$ cat src/rtl/src_control_unit_if.sv
// Signal bundle between the Mini SRC control sequencer and its DataPath.
// The sequencer is the master: it drives strobes and observes IR, CON FF and memory ready.
interface src_control_unit_if;
    logic [31:0] ir;
    logic        con_ff;
    logic        mem_rdy;
    logic        Gra, Grb, Grc;
    logic        Rin, Rout, BAout;
    logic        Pout, Cout, ZLOout, MDROut;
    logic        Pen, MARen, MDRen, IRen, Yen, Zen, ConIn;
    logic        IncPC;
    logic        Read, Write;
    logic [4:0]  alu_control;
    logic        run;

    modport master (
        input  ir, con_ff, mem_rdy,
        output Gra, Grb, Grc, Rin, Rout, BAout, Pout, Cout, ZLOout, MDROut,
               Pen, MARen, MDRen, IRen, Yen, Zen, ConIn, IncPC, Read, Write,
               alu_control, run
    );

    modport slave (
        output ir, con_ff, mem_rdy,
        input  Gra, Grb, Grc, Rin, Rout, BAout, Pout, Cout, ZLOout, MDROut,
               Pen, MARen, MDRen, IRen, Yen, Zen, ConIn, IncPC, Read, Write,
               alu_control, run
    );
endinterface

$ cat src/rtl/src_control_unit.sv
// Hardwired Moore sequencer for the Mini SRC DataPath: fetch T0-T2, decode, execute T3-T7.
// All strobes decode from the state register and the opcode latched at the T2->T3 edge.
module src_control_unit #(
    parameter logic [4:0] ADD_OP = 5'b00011
) (
    input  logic                clk,
    input  logic                clr,
    src_control_unit_if.master  ctl
);
    typedef enum logic [3:0] {
        S_RESET, S_T0, S_T1, S_T2, S_T3, S_T4, S_T5, S_T6, S_T7,
        S_T6_TK, S_T6_NT, S_HALTED
    } state_t;

    localparam logic [4:0] OP_LD   = 5'b00000;
    localparam logic [4:0] OP_LDI  = 5'b00001;
    localparam logic [4:0] OP_ST   = 5'b00010;
    localparam logic [4:0] OP_ADD  = 5'b00011;
    localparam logic [4:0] OP_SUB  = 5'b00100;
    localparam logic [4:0] OP_AND  = 5'b01001;
    localparam logic [4:0] OP_OR   = 5'b01010;
    localparam logic [4:0] OP_ADDI = 5'b01011;
    localparam logic [4:0] OP_ANDI = 5'b01100;
    localparam logic [4:0] OP_ORI  = 5'b01101;
    localparam logic [4:0] OP_BR   = 5'b10010;
    localparam logic [4:0] OP_HALT = 5'b11010;

    state_t     r_state, w_next;
    logic [4:0] r_op;
    logic       w_is_mem, w_is_reg, w_is_imm, w_is_exec;

    always_ff @(posedge clk) begin
        // NOTE: non-blocking assignments keep every register updating from pre-edge values.
        if (clr) begin
            r_state <= S_RESET;
            r_op    <= 5'b00000;
        end else begin
            r_state <= w_next;
            if (r_state == S_T2)
                r_op <= ctl.ir[31:27];
        end
    end

    assign w_is_mem  = (r_op == OP_LD) || (r_op == OP_LDI) || (r_op == OP_ST);
    assign w_is_reg  = (r_op == OP_ADD) || (r_op == OP_SUB) || (r_op == OP_AND) || (r_op == OP_OR);
    assign w_is_imm  = (r_op == OP_ADDI) || (r_op == OP_ANDI) || (r_op == OP_ORI);
    assign w_is_exec = w_is_mem || w_is_reg || w_is_imm || (r_op == OP_BR);

    always_comb begin
        // NOTE: every output and the next state get a default first, so no path infers a latch.
        w_next          = r_state;
        ctl.Gra         = 1'b0; ctl.Grb    = 1'b0; ctl.Grc   = 1'b0;
        ctl.Rin         = 1'b0; ctl.Rout   = 1'b0; ctl.BAout = 1'b0;
        ctl.Pout        = 1'b0; ctl.Cout   = 1'b0; ctl.ZLOout = 1'b0; ctl.MDROut = 1'b0;
        ctl.Pen         = 1'b0; ctl.MARen  = 1'b0; ctl.MDRen = 1'b0; ctl.IRen = 1'b0;
        ctl.Yen         = 1'b0; ctl.Zen    = 1'b0; ctl.ConIn = 1'b0;
        ctl.IncPC       = 1'b0; ctl.Read   = 1'b0; ctl.Write = 1'b0;
        ctl.alu_control = 5'b00000;
        ctl.run         = 1'b1;

        unique case (r_state)
            S_RESET: w_next = S_T0;
            S_T0: begin
                ctl.Pout = 1'b1; ctl.MARen = 1'b1; ctl.IncPC = 1'b1; ctl.Zen = 1'b1;
                w_next = S_T1;
            end
            S_T1: begin
                ctl.ZLOout = 1'b1; ctl.Pen = 1'b1; ctl.Read = 1'b1; ctl.MDRen = 1'b1;
                w_next = ctl.mem_rdy ? S_T2 : S_T1;
            end
            S_T2: begin
                ctl.MDROut = 1'b1; ctl.IRen = 1'b1;
                w_next = S_T3;
            end
            S_T3: begin
                if (w_is_mem) begin
                    ctl.Grb = 1'b1; ctl.BAout = 1'b1; ctl.Yen = 1'b1;
                end else if (w_is_reg || w_is_imm) begin
                    ctl.Grb = 1'b1; ctl.Rout = 1'b1; ctl.Yen = 1'b1;
                end else if (r_op == OP_BR) begin
                    ctl.Gra = 1'b1; ctl.Rout = 1'b1; ctl.ConIn = 1'b1;
                end
                if (r_op == OP_HALT)  w_next = S_HALTED;
                else if (w_is_exec)   w_next = S_T4;
                else                  w_next = S_T0;
            end
            S_T4: begin
                if (r_op == OP_BR) begin
                    ctl.Pout = 1'b1; ctl.Yen = 1'b1;
                end else if (w_is_reg) begin
                    ctl.Grc = 1'b1; ctl.Rout = 1'b1; ctl.Zen = 1'b1;
                    ctl.alu_control = r_op;
                end else begin
                    ctl.Cout = 1'b1; ctl.Zen = 1'b1;
                    unique case (r_op)
                        OP_ANDI: ctl.alu_control = OP_AND;
                        OP_ORI:  ctl.alu_control = OP_OR;
                        default: ctl.alu_control = ADD_OP;
                    endcase
                end
                w_next = S_T5;
            end
            S_T5: begin
                if (r_op == OP_BR) begin
                    ctl.Cout = 1'b1; ctl.alu_control = ADD_OP; ctl.Zen = 1'b1;
                    w_next = ctl.con_ff ? S_T6_TK : S_T6_NT;
                end else if ((r_op == OP_LD) || (r_op == OP_ST)) begin
                    ctl.ZLOout = 1'b1; ctl.MARen = 1'b1;
                    w_next = S_T6;
                end else begin
                    ctl.ZLOout = 1'b1; ctl.Gra = 1'b1; ctl.Rin = 1'b1;
                    w_next = S_T0;
                end
            end
            S_T6: begin
                if (r_op == OP_ST) begin
                    ctl.Gra = 1'b1; ctl.Rout = 1'b1; ctl.MDRen = 1'b1;
                    w_next = S_T7;
                end else begin
                    ctl.Read = 1'b1; ctl.MDRen = 1'b1;
                    w_next = ctl.mem_rdy ? S_T7 : S_T6;
                end
            end
            S_T6_TK: begin
                ctl.ZLOout = 1'b1; ctl.Pen = 1'b1;
                w_next = S_T0;
            end
            S_T6_NT: w_next = S_T0;
            S_T7: begin
                if (r_op == OP_ST) begin
                    ctl.Write = 1'b1;
                    w_next = ctl.mem_rdy ? S_T0 : S_T7;
                end else begin
                    ctl.MDROut = 1'b1; ctl.Gra = 1'b1; ctl.Rin = 1'b1;
                    w_next = S_T0;
                end
            end
            S_HALTED: ctl.run = 1'b0;
            default:  w_next = S_RESET;
        endcase
    end
endmodule

$ cat src/flat_wrapper.sv
// flat-port wrapper written by rule: the top's interface ports become plain ports
module src_control_unit_flat 
#(
    parameter logic [4:0] ADD_OP = 5'b00011
)
  (clk, clr, ctl_ir, ctl_con_ff, ctl_mem_rdy, ctl_Gra, ctl_Grb, ctl_Grc, ctl_Rin, ctl_Rout, ctl_BAout, ctl_Pout, ctl_Cout, ctl_ZLOout, ctl_MDROut, ctl_Pen, ctl_MARen, ctl_MDRen, ctl_IRen, ctl_Yen, ctl_Zen, ctl_ConIn, ctl_IncPC, ctl_Read, ctl_Write, ctl_alu_control, ctl_run);
  src_control_unit_if ctl_i ();
  input  logic clk;
  input  logic clr;
  input wire logic [$bits(ctl_i.ir)-1:0] ctl_ir;
  input wire logic [$bits(ctl_i.con_ff)-1:0] ctl_con_ff;
  input wire logic [$bits(ctl_i.mem_rdy)-1:0] ctl_mem_rdy;
  output wire logic [$bits(ctl_i.Gra)-1:0] ctl_Gra;
  output wire logic [$bits(ctl_i.Grb)-1:0] ctl_Grb;
  output wire logic [$bits(ctl_i.Grc)-1:0] ctl_Grc;
  output wire logic [$bits(ctl_i.Rin)-1:0] ctl_Rin;
  output wire logic [$bits(ctl_i.Rout)-1:0] ctl_Rout;
  output wire logic [$bits(ctl_i.BAout)-1:0] ctl_BAout;
  output wire logic [$bits(ctl_i.Pout)-1:0] ctl_Pout;
  output wire logic [$bits(ctl_i.Cout)-1:0] ctl_Cout;
  output wire logic [$bits(ctl_i.ZLOout)-1:0] ctl_ZLOout;
  output wire logic [$bits(ctl_i.MDROut)-1:0] ctl_MDROut;
  output wire logic [$bits(ctl_i.Pen)-1:0] ctl_Pen;
  output wire logic [$bits(ctl_i.MARen)-1:0] ctl_MARen;
  output wire logic [$bits(ctl_i.MDRen)-1:0] ctl_MDRen;
  output wire logic [$bits(ctl_i.IRen)-1:0] ctl_IRen;
  output wire logic [$bits(ctl_i.Yen)-1:0] ctl_Yen;
  output wire logic [$bits(ctl_i.Zen)-1:0] ctl_Zen;
  output wire logic [$bits(ctl_i.ConIn)-1:0] ctl_ConIn;
  output wire logic [$bits(ctl_i.IncPC)-1:0] ctl_IncPC;
  output wire logic [$bits(ctl_i.Read)-1:0] ctl_Read;
  output wire logic [$bits(ctl_i.Write)-1:0] ctl_Write;
  output wire logic [$bits(ctl_i.alu_control)-1:0] ctl_alu_control;
  output wire logic [$bits(ctl_i.run)-1:0] ctl_run;
  assign ctl_i.ir = ctl_ir;
  assign ctl_i.con_ff = ctl_con_ff;
  assign ctl_i.mem_rdy = ctl_mem_rdy;
  assign ctl_Gra = ctl_i.Gra;
  assign ctl_Grb = ctl_i.Grb;
  assign ctl_Grc = ctl_i.Grc;
  assign ctl_Rin = ctl_i.Rin;
  assign ctl_Rout = ctl_i.Rout;
  assign ctl_BAout = ctl_i.BAout;
  assign ctl_Pout = ctl_i.Pout;
  assign ctl_Cout = ctl_i.Cout;
  assign ctl_ZLOout = ctl_i.ZLOout;
  assign ctl_MDROut = ctl_i.MDROut;
  assign ctl_Pen = ctl_i.Pen;
  assign ctl_MARen = ctl_i.MARen;
  assign ctl_MDRen = ctl_i.MDRen;
  assign ctl_IRen = ctl_i.IRen;
  assign ctl_Yen = ctl_i.Yen;
  assign ctl_Zen = ctl_i.Zen;
  assign ctl_ConIn = ctl_i.ConIn;
  assign ctl_IncPC = ctl_i.IncPC;
  assign ctl_Read = ctl_i.Read;
  assign ctl_Write = ctl_i.Write;
  assign ctl_alu_control = ctl_i.alu_control;
  assign ctl_run = ctl_i.run;
  src_control_unit #(.ADD_OP(ADD_OP)) u_core (.clk(clk), .clr(clr), .ctl(ctl_i));
endmodule
$ cat config.mk
export PLATFORM = sky130hd
export DESIGN_NAME = src_control_unit_flat
export DESIGN_NICKNAME = d
export VERILOG_FILES = /design/src/rtl/src_control_unit_if.sv /design/src/rtl/src_control_unit.sv /design/src/flat_wrapper.sv
export SDC_FILE = /design/constraint.sdc
export NUM_CORES = 1
export LEC_CHECK = 0
export BUFFER_PORTS_ARGS = -buffer_cell sky130_fd_sc_hd__buf_2
export CELL_PAD_IN_SITES_DETAIL_PLACEMENT = 1
export CELL_PAD_IN_SITES_GLOBAL_PLACEMENT = 2
export CORE_ASPECT_RATIO = 0.8
export CORE_MARGIN = 1.5
export CORE_UTILIZATION = 22
export DETAILED_ROUTE_END_ITERATION = 8
export GPL_TIMING_DRIVEN = 0
export PLACE_DENSITY = 0.83
export SKIP_LAST_GASP = 1
export SYNTH_ARGS = -nofsm -noshare
export SYNTH_HDL_FRONTEND = slang
export SYNTH_SLANG_ARGS = --single-unit
$ cat constraint.sdc
create_clock -name clk -period 2.78 [get_ports clk]
set_clock_uncertainty 0.2 [all_clocks]
set_input_delay 0.834 -clock clk [delete_from_list [all_inputs] [get_ports clk]]
set_output_delay 0.834 -clock clk [all_outputs]
set_load 0.01 [all_outputs]
Word level (Yosys, flattened, before mapping)

Index checks and enable logic that the tools add are counted.

Register bits after elaboration: 9
Output and inout bits: 26
Word-level logic and storage cells: 97

Equality and inequality tests: 22
Muxes and demuxes: 56
Reductions and logical operators: 17

Operators by type and width:

| operator                                                         | count |
|---|---|
| 4-bit case mux with 10 select lines                              | 1 |
| 1-bit 2-to-1 mux                                                 | 30 |
| 5-bit by 4-bit == test with 1-bit output (second input constant) | 5 |
| 4-bit 2-to-1 mux                                                 | 6 |
| 4-bit by 3-bit == test with 1-bit output (second input constant) | 4 |
| 4-bit == test (second input constant)                            | 4 |
| 1-bit case mux with 2 select lines                               | 8 |
| 1-bit logical OR                                                 | 12 |
| 5-bit by 2-bit == test with 1-bit output (second input constant) | 2 |
| 5-bit == test (second input constant)                            | 2 |
| 5-bit 2-to-1 mux                                                 | 2 |
| 5-bit case mux with 2 select lines                               | 1 |
| 4-bit by 2-bit == test with 1-bit output (second input constant) | 2 |
| 4-bit case mux with 2 select lines                               | 1 |
| 3-bit 2-to-1 mux                                                 | 2 |
| 1-bit case mux with 3 select lines                               | 2 |
| 5-bit by 1-bit == test with 1-bit output (second input constant) | 1 |
| 5-bit by 3-bit == test with 1-bit output (second input constant) | 1 |
| 5-bit zero test                                                  | 1 |
| 4-bit by 1-bit == test with 1-bit output (second input constant) | 1 |
| 4-bit zero test                                                  | 1 |
| 2-bit 2-to-1 mux                                                 | 2 |
| 1-bit case mux with 4 select lines                               | 1 |
| 2-bit OR reduction                                               | 2 |
| 3-bit OR reduction                                               | 1 |

Longest topological paths before layout

Depth after elaboration: 10
Mapped depth: 6

Least setup slack after synthesis

Ideal clock, no wire load.

Kind: register -> output
Start: register u_core.r_op[0]
End: output ctl_Gra
Data arrival time: 1.531 ns
Path slack: 0.215 ns
Cell stages (with the launch flop): 5
Path through: dfxtp_1 buf_6 or4_1 a31o_1 a311o_1

Word-level cells in the longest chain between the ends: 8
Elaborated cells on any way between the ends: 28
Classes of those cells: 10 x eq/ne; 8 x mux; 10 x reduce/logical

Ends and longest elaborated chain:

| what                                                                                                        | RTL line               | source |
|---|---|---|
| start, declared                                                                                             | src_control_unit.sv:29 | `logic [4:0] r_op;` |
| start signal, assigned                                                                                      | src_control_unit.sv:40 | `r_op <= ctl.ir[31:27];` |
| 5-bit by 2-bit == test with 1-bit output / 5-bit by 3-bit == test with 1-bit output (equally long branches) | src_control_unit.sv:45 | `assign w_is_reg = (r_op == OP_ADD) \|\| (r_op == OP_SUB) \|\| (r_op == OP_AND) \|\| (r_op == OP_OR);` |
| 1-bit logical OR (3 in series)                                                                              | src_control_unit.sv:45 |  |
| 1-bit logical OR                                                                                            | src_control_unit.sv:78 | `end else if (w_is_reg \|\| w_is_imm) begin` |
| 1-bit 2-to-1 mux                                                                                            | src_control_unit.sv:78 |  |
| 1-bit 2-to-1 mux                                                                                            | src_control_unit.sv:76 | `if (w_is_mem) begin` |
| 1-bit case mux with 4 select lines (*)                                                                      | src_control_unit.sv:61 | `unique case (r_state)` |
| end, declared                                                                                               | flat_wrapper.sv:13     | `output wire logic [$bits(ctl_i.Gra)-1:0] ctl_Gra;` |

Mark *: on every way between the ends. The rest lies on a longest branch, timed or not.

Worst setup path after layout

Start: register u_core.r_op[4]
End: output ctl_Gra

The elaborated chain is that of the path after synthesis.

==> flow_summary.ini <==
[clock_tree]
cts_buffer_depth = 2
clkTransAtPathRegs_ns = 0.04
h-tree-depth = 1
ctsHoldBuffers = 0
cts_tree = done
clkSinkCount = 9
clock_latency_ns = 0.23
numCtsBuffers = 3
cts-root-buf = clkbuf_8

[logic_synthesis]
synth_flop_cell = dfxtp_1
synth-async-reset-ratio = 0
synth_edf_count = 0
syn_area_sq_um = 1087
synth_seq_cells = 9
synthDistinctLibCells = 51
avgSynthCellArea_sq_um = 7.015
syn_nets = 191
ys_seq_area_frac = 0.1657
synthCells = 155
yosys_warnings = 0

[pwr]
clkPwrFrac = 0.290
p_leak_nw = 0.7021
p_int_uw = 333.2
swShare = 0.3633
max-vdd-ir-drop_mv = 0.2471
power_frac_seq = 0.292
p_per_area_nw_per_um2 = 328.8
comb_power_share = 0.417
p_switching_uw = 190.1

[sta]
period_needed_ns = 2.908
drv_slew = 0
fin_ws_ns = -0.1280
finalSetupTns_ns = -0.2502
period_share = 1.046
rsz0062_at_grt = true
fmax_mhz = 343.9
setup_viol = 4
final_hold_viol_count = 0

[routing]
drt_iter0_markers = 86
finalWirelength_mm = 4.186
vias_per_cell = 5.132
drc = 0
vias = 1365
route.detailed.wl_per_inst_microns = 15.74
firstDrtPassIters = 4
ant_nets = 0

[job]
drv_cap = 0

[global_routing]
grt_util_all_layers = 0.1625
grt_first_pass_wirelength_mm = 6.762
grt_max_degree = 11
antenna_found_initial = 0
grt_pass1_vias = 1336
overflow = 0

[cells_and_area]
antennaDiodeCount = 0
syn_to_final_growth_pct = 46.38
final_cell_mix = buf_2 (31), buf_4 (18), nor2_1 (14)
final_util = 0.3401
instances_no_fill = 266
final_area_sq_um = 1592
layout-drive-gt1-share = 0.4223
final_common_cell = buf_2
nets = 243

[floorplanning]
die_x_microns = 81.60
die_h_microns = 65.88
start_util = 0.2324
rows = 22
boundaryPins = 62
core_area_sq_um = 4679
fp.dieArea_sq_um = 5376

[worst_setup_path]
crit_arrival_ns = 1.87
critPathKind = flip-flop to output pin
crit_path_end_kind = output pin
slowest_delay_ns = 0.40
slowest_stage = or3_4
critical-path-top-delay-family = simple AND/OR/NAND/NOR gates
required_ns = 1.75
startpoint_type = flip-flop
crit_buf_inv = 2
crit_chain = buf_6, nand3b_1, or3_4, a31o_1, a311o_1, buf_2
critPathMaxFanout = 6

[placement]
port_buffers = 32
postPlaceCellArea_sq_um = 1323
place_congestion = 0.8410
place_ws_ns = -0.05284
hpwlAfterDp_mm = 3.049
dp_cells = 247

[run_status]
violations = setup timing
status = complete, but fails checks

[hold_path]
hp-class = flip-flop to flip-flop
[sequential cells by signal, indices dropped and copies added (netlist names)]
register,flops
u_core.r_op,5
u_core.r_state,4
[worst register-to-register path, stage by stage, from the launching register on]
cell and delay (ns):
dfxtp_2 0.32, buf_6 0.12, nand3b_1 0.14, buf_4 0.16, buf_4 0.14, or4_1 0.43
o21bai_1 0.18, a31oi_1 0.16
[cells in the mapped netlist (2+ instances only)]
library cell | count | area (sq um)
or2_2 | 3 | 18.77
o21ai_1 | 2 | 10.01
nand2_1 | 14 | 52.55
a31oi_1 | 2 | 12.51
or3_1 | 2 | 12.51
nor2b_1 | 6 | 37.54
dfxtp_1 | 9 | 180.2
clkbuf_1 | 9 | 33.78
inv_1 | 2 | 7.510
or4_1 | 3 | 22.52
nor2_1 | 14 | 52.55
a211oi_1 | 2 | 15.01
nand2b_1 | 9 | 56.30
nand3_1 | 4 | 20.02
a21o_1 | 3 | 22.52
o32a_1 | 2 | 20.02
o21bai_1 | 2 | 15.01
a21oi_1 | 9 | 45.04
mux2i_1 | 5 | 50.05
buf_2 | 4 | 20.02
nand3b_1 | 5 | 37.54
nor3_1 | 7 | 35.03
o21ai_0 | 7 | 35.03
or3b_1 | 2 | 17.52
o31ai_1 | 2 | 15.01
[layer usage]
metal  global-route usage  up-vias  wire, microns
met1               0.2473      650           2181
li1                     -      668              -
met4              0.04449        0             37
met3              0.02069        5            249
met2               0.2345       42           1717
met5                    0        -              0
[cell families (layout without fill, tap and decap cells)]
kind of cell,count (synthesis),after routing,synth area share
multiplexers,5,5,0.04603
other,1,1,0.003449
AND/OR/NAND/NOR,79,79,0.4384
AO/OA/AOI/OAI,41,41,0.2532
buffers and inverters,18,69,0.07710
flip-flops,9,9,0.1657
XOR/XNOR,2,2,0.01611
[final cells by class]
| type | count | area [sq um] |
|---|---|---|
| fill | 610 | 3088 |
| multi-input combinational | 128 | 885.9 |
| timing repair buffer | 49 | 291.5 |
| sequential | 9 | 190.2 |
| buffer | 14 | 96.34 |
| tap | 60 | 75.07 |
| clock buffer | 4 | 45.04 |
| inverter | 2 | 7.507 |
[power by group through the flow]
| stage | combinational (mW) | sequential, mW | clock [mW] |
|---|---|---|---|
| CTS | 0.207 | 0.154 | 0.155 |
| global placement | 0.189 | 0.151 | 0 |
| floorplan | 0.132 | 0.148 | 0 |
| detailed placement | 0.193 | 0.153 | 0 |
| finish | 0.218 | 0.153 | 0.152 |
| global route | 0.241 | 0.155 | 0.163 |
[through the flow]
| step | hold WS (ns) | power (mW) |
|---|---|---|
| after floorplan | 0.4487 | 0.2801 |
| after global placement | 0.5226 | 0.3407 |
| after detailed placement | 0.5338 | 0.3457 |
| after CTS | 0.5413 | 0.5164 |
| after global routing | 0.6141 | 0.5592 |
| final | 0.5407 | 0.5232 |
[final timing paths]
kind,end,cells after the start,slack (ns),startpoint
setup reg to reg,u_core.r_state[1],7,0.85,u_core.r_op[4]
hold reg to reg,u_core.r_state[0],3,0.54,u_core.r_state[2]
hold / removal,u_core.r_state[0],3,0.54,u_core.r_state[2]
setup / recovery,ctl_Gra,6,-0.13,u_core.r_op[4]
[timing repair]
action / in CTS / in global routing
endpoints found under the setup margin: 16 / 11
buffers inserted: 7 / 11
gates resized for setup: 26 / 11
pin swaps: 2 / 4
Note: power is estimated with default switching activity, not from simulation.
